File: src/rtl/row_request_scheduler_pkg.sv
// Shared definitions for the row request scheduler and its stream consumer.
// Contents: scheduler state encoding, default row size, and a helper the
// consumer uses to derive its beats-per-row count from the same row size.
package row_request_scheduler_pkg;

  typedef enum logic [1:0] {
    IDLE  = 2'd0,
    ISSUE = 2'd1,
    DRAIN = 2'd2
  } sched_state_t;

  // One request covers one row; the consumer's per-row beat count comes from this too.
  localparam int ROW_BYTES_DEFAULT = 2048;

  function automatic int data_cycles_per_row(input int bytes_per_beat);
    return ROW_BYTES_DEFAULT / bytes_per_beat;
  endfunction

endpackage

File: src/rtl/row_request_scheduler_if.sv
// Row read-request stream between the scheduler and the PCIe/QSFP request path.
// Signals: AXIS_RQ_TDATA (row byte address), AXIS_RQ_TVALID, AXIS_RQ_TREADY.
// master = scheduler side, slave = downstream request consumer.
interface row_request_scheduler_if #(
  parameter int ADDR_WIDTH = 64
);
  logic [ADDR_WIDTH-1:0] AXIS_RQ_TDATA;
  logic                  AXIS_RQ_TVALID;
  logic                  AXIS_RQ_TREADY;

  modport master (
    output AXIS_RQ_TDATA,
    output AXIS_RQ_TVALID,
    input  AXIS_RQ_TREADY
  );

  modport slave (
    input  AXIS_RQ_TDATA,
    input  AXIS_RQ_TVALID,
    output AXIS_RQ_TREADY
  );
endinterface

File: src/rtl/row_request_scheduler_credit_counter.sv
// Credit window tracker: counts requested-but-incomplete rows and stray completions.
// Ports: clk/reset, clear (new job), inc (request handshake), dec (row complete);
// outputs outstanding, has_credit (room in window), spurious (saturating count).
module row_request_scheduler_credit_counter #(
  parameter int MAX_OUTSTANDING = 16
) (
  input  logic        clk,
  input  logic        reset,
  input  logic        clear,
  input  logic        inc,
  input  logic        dec,
  output logic [7:0]  outstanding,
  output logic        has_credit,
  output logic [15:0] spurious
);

  always_ff @(posedge clk) begin
    if (reset || clear) begin
      outstanding <= '0;
      spurious    <= '0;
    end else if (inc && !dec) begin
      outstanding <= outstanding + 8'd1;
    end else if (dec && !inc) begin
      // A completion with nothing in flight is an upstream fault: count it, keep credits at 0.
      if (outstanding == 8'd0) begin
        if (spurious != 16'hFFFF) spurious <= spurious + 16'd1;
      end else begin
        outstanding <= outstanding - 8'd1;
      end
    end
  end

  // Registered count only, so a request is never issued into a full window.
  assign has_credit = (outstanding < 8'(MAX_OUTSTANDING));

endmodule

File: src/rtl/row_request_scheduler.sv
// Issues one read request per row of a job, throttled by a window of outstanding rows.
// Ports: start/abort/base_addr/total_rows from control regs; rq = request stream;
// row_complete returns credits; idle/outstanding/rows_requested/spurious/job_done are status.
module row_request_scheduler
  import row_request_scheduler_pkg::*;
#(
  parameter int ADDR_WIDTH      = 64,
  parameter int ROW_BYTES       = ROW_BYTES_DEFAULT,
  parameter int MAX_OUTSTANDING = 16
) (
  input  logic                  clk,
  input  logic                  reset,
  input  logic                  start,
  input  logic                  abort,
  input  logic [ADDR_WIDTH-1:0] base_addr,
  input  logic [31:0]           total_rows,
  input  logic                  row_complete,
  row_request_scheduler_if.master rq,
  output logic                  row_requestor_idle,
  output logic [7:0]            outstanding,
  output logic [31:0]           rows_requested,
  output logic [15:0]           spurious_completions,
  output logic                  job_done
);

  localparam logic [ADDR_WIDTH-1:0] ROW_STEP = ADDR_WIDTH'(ROW_BYTES);

  sched_state_t          state;
  logic [ADDR_WIDTH-1:0] addr;
  logic [31:0]           total_q;
  logic                  tvalid;
  logic                  abort_seen;
  logic                  has_credit;
  logic                  handshake;
  logic                  clear_credits;
  logic [31:0]           rows_next;

  assign handshake     = tvalid && rq.AXIS_RQ_TREADY;
  assign clear_credits = (state == IDLE) && start;
  assign rows_next     = rows_requested + 32'd1;

  assign rq.AXIS_RQ_TDATA  = addr;
  assign rq.AXIS_RQ_TVALID = tvalid;

  row_request_scheduler_credit_counter #(
    .MAX_OUTSTANDING(MAX_OUTSTANDING)
  ) u_credit (
    .clk        (clk),
    .reset      (reset),
    .clear      (clear_credits),
    .inc        (handshake),
    .dec        (row_complete),
    .outstanding(outstanding),
    .has_credit (has_credit),
    .spurious   (spurious_completions)
  );

  always_ff @(posedge clk) begin
    if (reset) begin
      state              <= IDLE;
      tvalid             <= 1'b0;
      addr               <= '0;
      total_q            <= '0;
      rows_requested     <= '0;
      abort_seen         <= 1'b0;
      row_requestor_idle <= 1'b1;
      job_done           <= 1'b0;
    end else begin
      job_done <= 1'b0;
      case (state)
        IDLE: begin
          if (start) begin
            addr           <= base_addr;
            total_q        <= total_rows;
            rows_requested <= '0;
            abort_seen     <= 1'b0;
            if (total_rows == 32'd0) begin
              state <= DRAIN;
            end else begin
              state              <= ISSUE;
              row_requestor_idle <= 1'b0;
            end
          end
        end
        ISSUE: begin
          if (handshake) begin
            rows_requested <= rows_next;
            addr           <= addr + ROW_STEP;
            // Drop valid for a cycle so the credit check sees the updated count.
            tvalid         <= 1'b0;
            if (rows_next == total_q || abort_seen || abort) begin
              state              <= DRAIN;
              row_requestor_idle <= 1'b1;
            end
          end else if (tvalid) begin
            // A presented request must complete; remember the abort for afterwards.
            if (abort) abort_seen <= 1'b1;
          end else if (abort) begin
            state              <= DRAIN;
            row_requestor_idle <= 1'b1;
          end else begin
            tvalid <= has_credit;
          end
        end
        DRAIN: begin
          if (outstanding == 8'd0) begin
            job_done <= 1'b1;
            state    <= IDLE;
          end
        end
        default: state <= IDLE;
      endcase
    end
  end

endmodule

File: src/flat_wrapper.sv
// flat-port wrapper written by rule: the top's interface ports become plain ports
module row_request_scheduler_flat import row_request_scheduler_pkg::*;
#(
  parameter int ADDR_WIDTH      = 64,
  parameter int ROW_BYTES       = ROW_BYTES_DEFAULT,
  parameter int MAX_OUTSTANDING = 16
)
  (clk, reset, start, abort, base_addr, total_rows, row_complete, row_requestor_idle, outstanding, rows_requested, spurious_completions, job_done, rq_AXIS_RQ_TDATA, rq_AXIS_RQ_TVALID, rq_AXIS_RQ_TREADY);
  row_request_scheduler_if #(.ADDR_WIDTH(ADDR_WIDTH)) rq_i ();
  input  logic clk;
  input  logic reset;
  input  logic start;
  input  logic abort;
  input  logic [ADDR_WIDTH-1:0] base_addr;
  input  logic [31:0] total_rows;
  input  logic row_complete;
  output logic row_requestor_idle;
  output logic [7:0] outstanding;
  output logic [31:0] rows_requested;
  output logic [15:0] spurious_completions;
  output logic job_done;
  output wire logic [$bits(rq_i.AXIS_RQ_TDATA)-1:0] rq_AXIS_RQ_TDATA;
  output wire logic [$bits(rq_i.AXIS_RQ_TVALID)-1:0] rq_AXIS_RQ_TVALID;
  input wire logic [$bits(rq_i.AXIS_RQ_TREADY)-1:0] rq_AXIS_RQ_TREADY;
  assign rq_AXIS_RQ_TDATA = rq_i.AXIS_RQ_TDATA;
  assign rq_AXIS_RQ_TVALID = rq_i.AXIS_RQ_TVALID;
  assign rq_i.AXIS_RQ_TREADY = rq_AXIS_RQ_TREADY;
  row_request_scheduler #(.ADDR_WIDTH(ADDR_WIDTH), .ROW_BYTES(ROW_BYTES), .MAX_OUTSTANDING(MAX_OUTSTANDING)) u_core (.clk(clk), .reset(reset), .start(start), .abort(abort), .base_addr(base_addr), .total_rows(total_rows), .row_complete(row_complete), .rq(rq_i), .row_requestor_idle(row_requestor_idle), .outstanding(outstanding), .rows_requested(rows_requested), .spurious_completions(spurious_completions), .job_done(job_done));
endmodule
File: config.mk
export PLATFORM = sky130hd
export DESIGN_NAME = row_request_scheduler_flat
export DESIGN_NICKNAME = d
export VERILOG_FILES = /design/src/rtl/row_request_scheduler_pkg.sv /design/src/rtl/row_request_scheduler_if.sv /design/src/rtl/row_request_scheduler_credit_counter.sv /design/src/rtl/row_request_scheduler.sv /design/src/flat_wrapper.sv
export SDC_FILE = /design/constraint.sdc
export NUM_CORES = 1
export LEC_CHECK = 0
export CAP_MARGIN = 20
export CORE_UTILIZATION = 30
export CTS_CLUSTER_SIZE = 30
export DETAILED_ROUTE_END_ITERATION = 12
export PLACE_DENSITY_LB_ADDON = 0.12
export SLEW_MARGIN = 5
export SYNTH_ARGS = -nofsm -noshare
export SYNTH_HDL_FRONTEND = slang
export SYNTH_HIERARCHICAL = 1
export SYNTH_SLANG_ARGS = --single-unit
File: constraint.sdc
create_clock -name clk -period 7.9 [get_ports clk]
set_input_delay 2.37 -clock clk [delete_from_list [all_inputs] [get_ports clk]]
set_output_delay 2.37 -clock clk [all_outputs]
set_load 0.005 [all_outputs]
Word level (Yosys, flattened, before mapping) --
Index checks and enable logic that the tools add are counted.
Word-level totals: memory bits (writable) 0, register bits 158, memories kept 0, bits in latches 0, input bits 102, ROM bits 0, logic and storage cells 87
Cells by class: bitwise gates (word level) 2, $mul 0, reduce and logical (&&, ||, !) cells 22, div/mod/pow operators 0, add/sub/neg operators 5, eq/ne operators 15, shifts and indexed selects 0, multiplexer cells 32, order comparisons 1
Operator list (number):
- 64-bit two-way mux | 2
- 64-bit case mux with 2 select lines | 1
- 64-bit by 12-bit adder with 64-bit output, second input constant | 1
- 32-bit two-way mux | 2
- 32-bit case mux with 2 select lines | 1
- 32-bit by 1-bit adder with 32-bit output, second input constant | 1
- 32-bit == test | 1
- 32-bit logical NOT | 1
- 8-bit two-way mux | 3
- 16-bit by 1-bit adder with 16-bit output, second input constant | 1
- 16-bit inequality test, second input constant | 1
- 2-bit two-way mux | 7
- 1-bit two-way mux | 13
- 2-bit inequality test, second input constant | 6
- 5-bit AND reduction | 2
- 8-bit by 1-bit adder with 8-bit output, second input constant | 1
- 8-bit logical NOT | 1
- 8-bit by 5-bit < comparator with 1-bit output, second input constant | 1
- 8-bit by 1-bit subtractor with 8-bit output, second input constant | 1
- 3-bit inequality test, second input constant | 2
- 2-bit case mux with 3 select lines | 1
- 6-bit AND reduction | 1
- 1-bit logical AND | 4
- 2-bit by 1-bit inequality test with 1-bit output, second input constant | 2
- 13 further kinds | 20

Depth between registers and ports, before layout --
depth after elaboration 7, mapped depth 12

Hierarchy --
The synthesis kept the hierarchy.
Modules (own cells, without submodules):
- row_request_scheduler | area an instance 7870.0 um2, times used 1, cells an instance 1096, seq. area each 2682.6 um2
- row_request_scheduler_credit_counter | area an instance 1402.6 um2, times used 1, cells an instance 163, seq. area each 480.5 um2

Worst setup path after synthesis --
Ideal clock, no wire load.
kind input to register, start point input port rq_AXIS_RQ_TREADY, end point register u_core.u_credit.outstanding[7], stages 10, data required time 7828 ps, arrival time 4118 ps, path slack 3710 ps, setup time 72 ps, cell sequence nand2_1 -> inv_1 -> ha_1 -> inv_1 -> ha_1 -> a21o_1 -> a211oi_1 -> a21oi_1 -> mux2i_1 -> mux2i_1
On the way: longest elaborated chain between the ends 5
Ends and longest elaborated chain:
- start, declared | RTL line flat_wrapper.sv:24 | input wire logic [$bits(rq_i.AXIS_RQ_TREADY)-1:0] rq_AXIS_RQ_TREADY;
- 1-bit logical AND (*) | RTL line row_request_scheduler.sv:38 | assign handshake = tvalid && rq.AXIS_RQ_TREADY;
- via u_core.handshake | RTL line row_request_scheduler.sv:34 | logic handshake;
- 1-bit logical NOT | RTL line row_request_scheduler_credit_counter.sv:23 | end else if (dec && !inc) begin
- 1-bit logical AND | RTL line row_request_scheduler_credit_counter.sv:23
- 2-bit nonzero test (no line)
- 2-bit AND reduction (no line)
- end signal, assigned | RTL line row_request_scheduler_credit_counter.sv:22 | outstanding <= outstanding + 8'd1;
- end signal, assigned | RTL line row_request_scheduler_credit_counter.sv:28 | outstanding <= outstanding - 8'd1;
- end, declared | RTL line row_request_scheduler_credit_counter.sv:12 | output logic [7:0] outstanding,
The timed path passes the listed nets; every way through them passes the cells marked *. A chain may end at the register's enable or synchronous reset.

Final worst setup path --
start point input port start, end point register u_core.addr[28], in the netlist u_core/rq.AXIS_RQ_TDATA[28]
On the way: longest elaborated chain between the ends 2
Ends and longest elaborated chain:
- start, declared | RTL line flat_wrapper.sv:12 | input logic start;
- 2-bit inequality test (no line)
- 3-bit AND reduction (no line)
- end signal, assigned | RTL line row_request_scheduler.sv:73 | addr <= base_addr;
- end signal, assigned | RTL line row_request_scheduler.sv:88 | addr <= addr + ROW_STEP;
- end, declared | RTL line row_request_scheduler.sv:29 | logic [ADDR_WIDTH-1:0] addr;
Every way passes these cells.

==> run_results.csv <==
group,metric,value,unit
cts,h-tree-depth,4,
floorplanning,fp-row-count,64,
floorplanning,dieWidth,178,um
routing,drtIter0Drc,747,
setup_path,cp.arrival,5.23,ns
routing,first_pass_iters,7,
global_routing,grt-ovfl-total,0,
routing,viasPerCell,5.29,
finish,nFillCells,3158,
yosys,synth_edf_count,0,
finish,area_growth,33.5,%
cts,cts_resized,0,
sta,relSlewSlack,0.304,
setup_path,worstPathRequired,8.18,ns
yosys,synthMuxAreaShare,0.00540,
floorplanning,ioPinCount,225,
finish,final_cell_area,12400,um^2
floorplanning,coreArea,30500,um^2
sta,tns,0,ns
cts,cts-root-buf,"clkbuf_16",
worst_hold_path,hp-class,"reg -> reg",
power_and_ir_drop,comb_power_share,0.393,
power_and_ir_drop,power-per-cell-area,280,nW/um^2
yosys,synth_top_family_by_area,"simple AND/OR/NAND/NOR gates",
global_routing,grt_pass1_wl,50100,um
routing,drtAntennaViolNets,0,
cts,cts_buffers,17,
power_and_ir_drop,power.internal,0.00216,W
sta,fmax,0.202,GHz
yosys,async_flop_share,0,
floorplanning,die_h,178,um
cts,path_clk_slew,0.07,ns
placed_design,gp_congestion,0.826,
cts,cts_tree,"done",
global_routing,grt_antenna_before_repair,0,
yosys,synth-seq-cells,158,
yosys,synthAdderAreaFrac,0.0184,
yosys,synth_xor_xnor_area_share,0.0501,
sta,finalCritPeriodShare,0.626,
yosys,yosys_most_used_dff,"dfxtp_1",
yosys,synthSimpleGateAreaFrac,0.307,
setup_path,end_kind,"flip-flop",
placed_design,placed_area,11700,um^2
power_and_ir_drop,seqPwrFrac,0.336,
global_routing,grt_max_degree,89,
cts,cts.sinks,158,
cts,clock_path_buffers,2,
power_and_ir_drop,peakVddDrop,217,uV
yosys,ys_seq_area_frac,0.341,
sta,finalHoldViolations,0,
placed_design,io_buffer_count,224,
global_routing,grt_usage,0.200,
cts,holdBufCountCts,0,
sta,worst_slew_pin_slew,1.04,ns
power_and_ir_drop,power_leakage,4.25,nW
routing,vias,9687,
setup_path,worst-path-max-fanout,44,
placed_design,dp_hpwl,21800,um
yosys,syn_area,9270,um^2
sta,drv_slew,0,
setup_path,start_kind,"input port",
finish,diodes,0,
yosys,synth_compound_area_frac,0.230,
run_status,status,"finished, final reports clean",
power_and_ir_drop,p_sw,0.00131,W
routing,drc,0,
cts,clk_latency,0.43,ns
finish,drive_above_1_share,0.0551,
yosys,syn_inst,1259,
floorplanning,start_util,0.304,
setup_path,crit_type,"in -> reg",
power_and_ir_drop,swShare,0.377,
sta,setup_viol,0,
routing,wl,31800,um
yosys,yosysWarnings,6,
floorplanning,dieArea,31600,um^2
flow_run,maxCapViolCount,0,
sta,finClkSkew,0.0126,ns
yosys,syn_area_per_cell,7.37,um^2
yosys,syn_nets,1374,
global_routing,grt_pass1_vias,9053,
power_and_ir_drop,pwr-share-clk,0.271,
cts,post_cts_buffers,0,
routing,wire_per_inst,17.3,um
finish,nets,1538,
sta,period_needed,4.94,ns
sta,rsz0062_at_grt,"false",
yosys,synthDistinctLibCells,72,
routing by layer:
layer  up-vias  track usage  part of all wire
met5         -            0                 0
met4         0       0.0406            0.0081
met3        21       0.0345             0.054
met2       272        0.318              0.46
met1      4537        0.281              0.48
li1       4857            -                 -
metrics by stage:
step	std cells	total power (W)	setup slack, ns	util	hold slack (ns)
after floorplan	1259	0.00198	3.71	-	0.448
after global placement	1800	0.00254	2.58	0.385	0.442
after detailed placement	1800	0.00254	2.50	0.385	0.449
after CTS	1831	0.00350	2.95	0.406	0.459
after global routing	1831	0.00372	2.72	0.406	0.479
final	1831	0.00347	2.96	0.406	0.456
sequential cells by signal (all words and copies together), names as in the netlist:
register	flops
u_core/job_done	1
u_core/state	2
u_core/abort_seen	1
u_core/total_q	32
u_core/row_requestor_idle	1
u_core/rq.AXIS_RQ_TVALID	1
u_core/rows_requested	32
u_core/u_credit/spurious	16
u_core/rq.AXIS_RQ_TDATA	64
u_core/u_credit/outstanding	8
worst max-delay path: stages:
cell	delay [ns]
clkdlybuf4s50_1	0.42
nand2_1	0.16
buf_4	0.44
clkinv_1	0.23
nor2_4	0.82
buf_4	0.43
a21oi_1	0.09
o22ai_1	0.18
nor2_1	0.05
synth_stat cells (all sizes together) (23+ instances only):
| library cell | count | area (um^2) |
|---|---|---|
| buf | 23 | 119 |
| a21oi | 167 | 836 |
| nand4 | 41 | 314 |
| dfxtp | 158 | 3160 |
| o21ai | 85 | 429 |
| xnor2 | 43 | 377 |
| nand3 | 40 | 228 |
| nor4 | 28 | 256 |
| a211oi | 28 | 210 |
| nor3 | 37 | 223 |
| nand2 | 194 | 728 |
| or3 | 28 | 175 |
| nor2 | 123 | 467 |
| clkbuf | 64 | 241 |
layout by cell type, fill, tap and decap left out, types with 9 or more instances in the layout:
master           Yosys  routed
or3_1               28      28
a211oi_1            28      28
o21ai_0             84      84
inv_1               22      21
clkbuf_16            0      17
nor2_1             121     120
clkdlybuf4s50_1      0     223
nand2_1            194     193
nor3_1              32      32
nand3_1             36      36
buf_4                2      10
ha_1                12      12
and2_1              10      10
dfxtp_1            158     158
xnor2_1             43      43
a31oi_1             15      15
xor2_1              10      10
a21oi_1            167     167
a21o_1               9       9
nor4_1              22      22
and3_1              22      22
o22ai_1             11      11
nand4_1             36      36
cell families after synthesis:
| family | Yosys count |
|---|---|
| AND/OR/NAND/NOR | 556 |
| AO/OA/AOI/OAI | 364 |
| flip-flops | 158 |
| buffers and inverters | 110 |
| XOR/XNOR | 53 |
| adder cells (fa/ha/maj) | 13 |
| multiplexers | 5 |
power by group through the flow:
stage / combinational, W / sequential (W) / clock (W)
CTS: 0.00137 / 0.00116 / 0.000967
detailed placement: 0.00136 / 0.00118 / 0
global placement: 0.00135 / 0.00118 / 0
finish: 0.00136 / 0.00116 / 0.000940
floorplan: 0.000856 / 0.00113 / 0
global route: 0.00153 / 0.00119 / 0.00100
area by class of cell:
class | count | area [um^2] | share of cell area
clock inverter | 12 | 208 | 0.0168
tap | 396 | 495 | 0.0400
clock buffer | 19 | 443 | 0.0358
timing repair buffer | 233 | 2310 | 0.186
sequential | 158 | 3160 | 0.255
inverter | 22 | 82.6 | 0.00667
multi-input combinational | 991 | 5680 | 0.459
worst paths after layout:
kind,cells past startpoint,slack [ns],startpoint,end
worst max-delay path,9,2.96,start,u_core/rq.AXIS_RQ_TDATA[28]$_SDFFE_PP0P_
worst min-delay path,2,0.46,u_core/rq.AXIS_RQ_TDATA[6]$_SDFFE_PP0P_,u_core/rq.AXIS_RQ_TDATA[6]$_SDFFE_PP0P_
worst max register to register,9,4.14,u_core/rows_requested[0]$_SDFFE_PP0P_,u_core/row_requestor_idle$_SDFFE_PP1P_
worst min register to register,2,0.46,u_core/rq.AXIS_RQ_TDATA[6]$_SDFFE_PP0P_,u_core/rq.AXIS_RQ_TDATA[6]$_SDFFE_PP0P_
(Power assumes the default switching activity.)
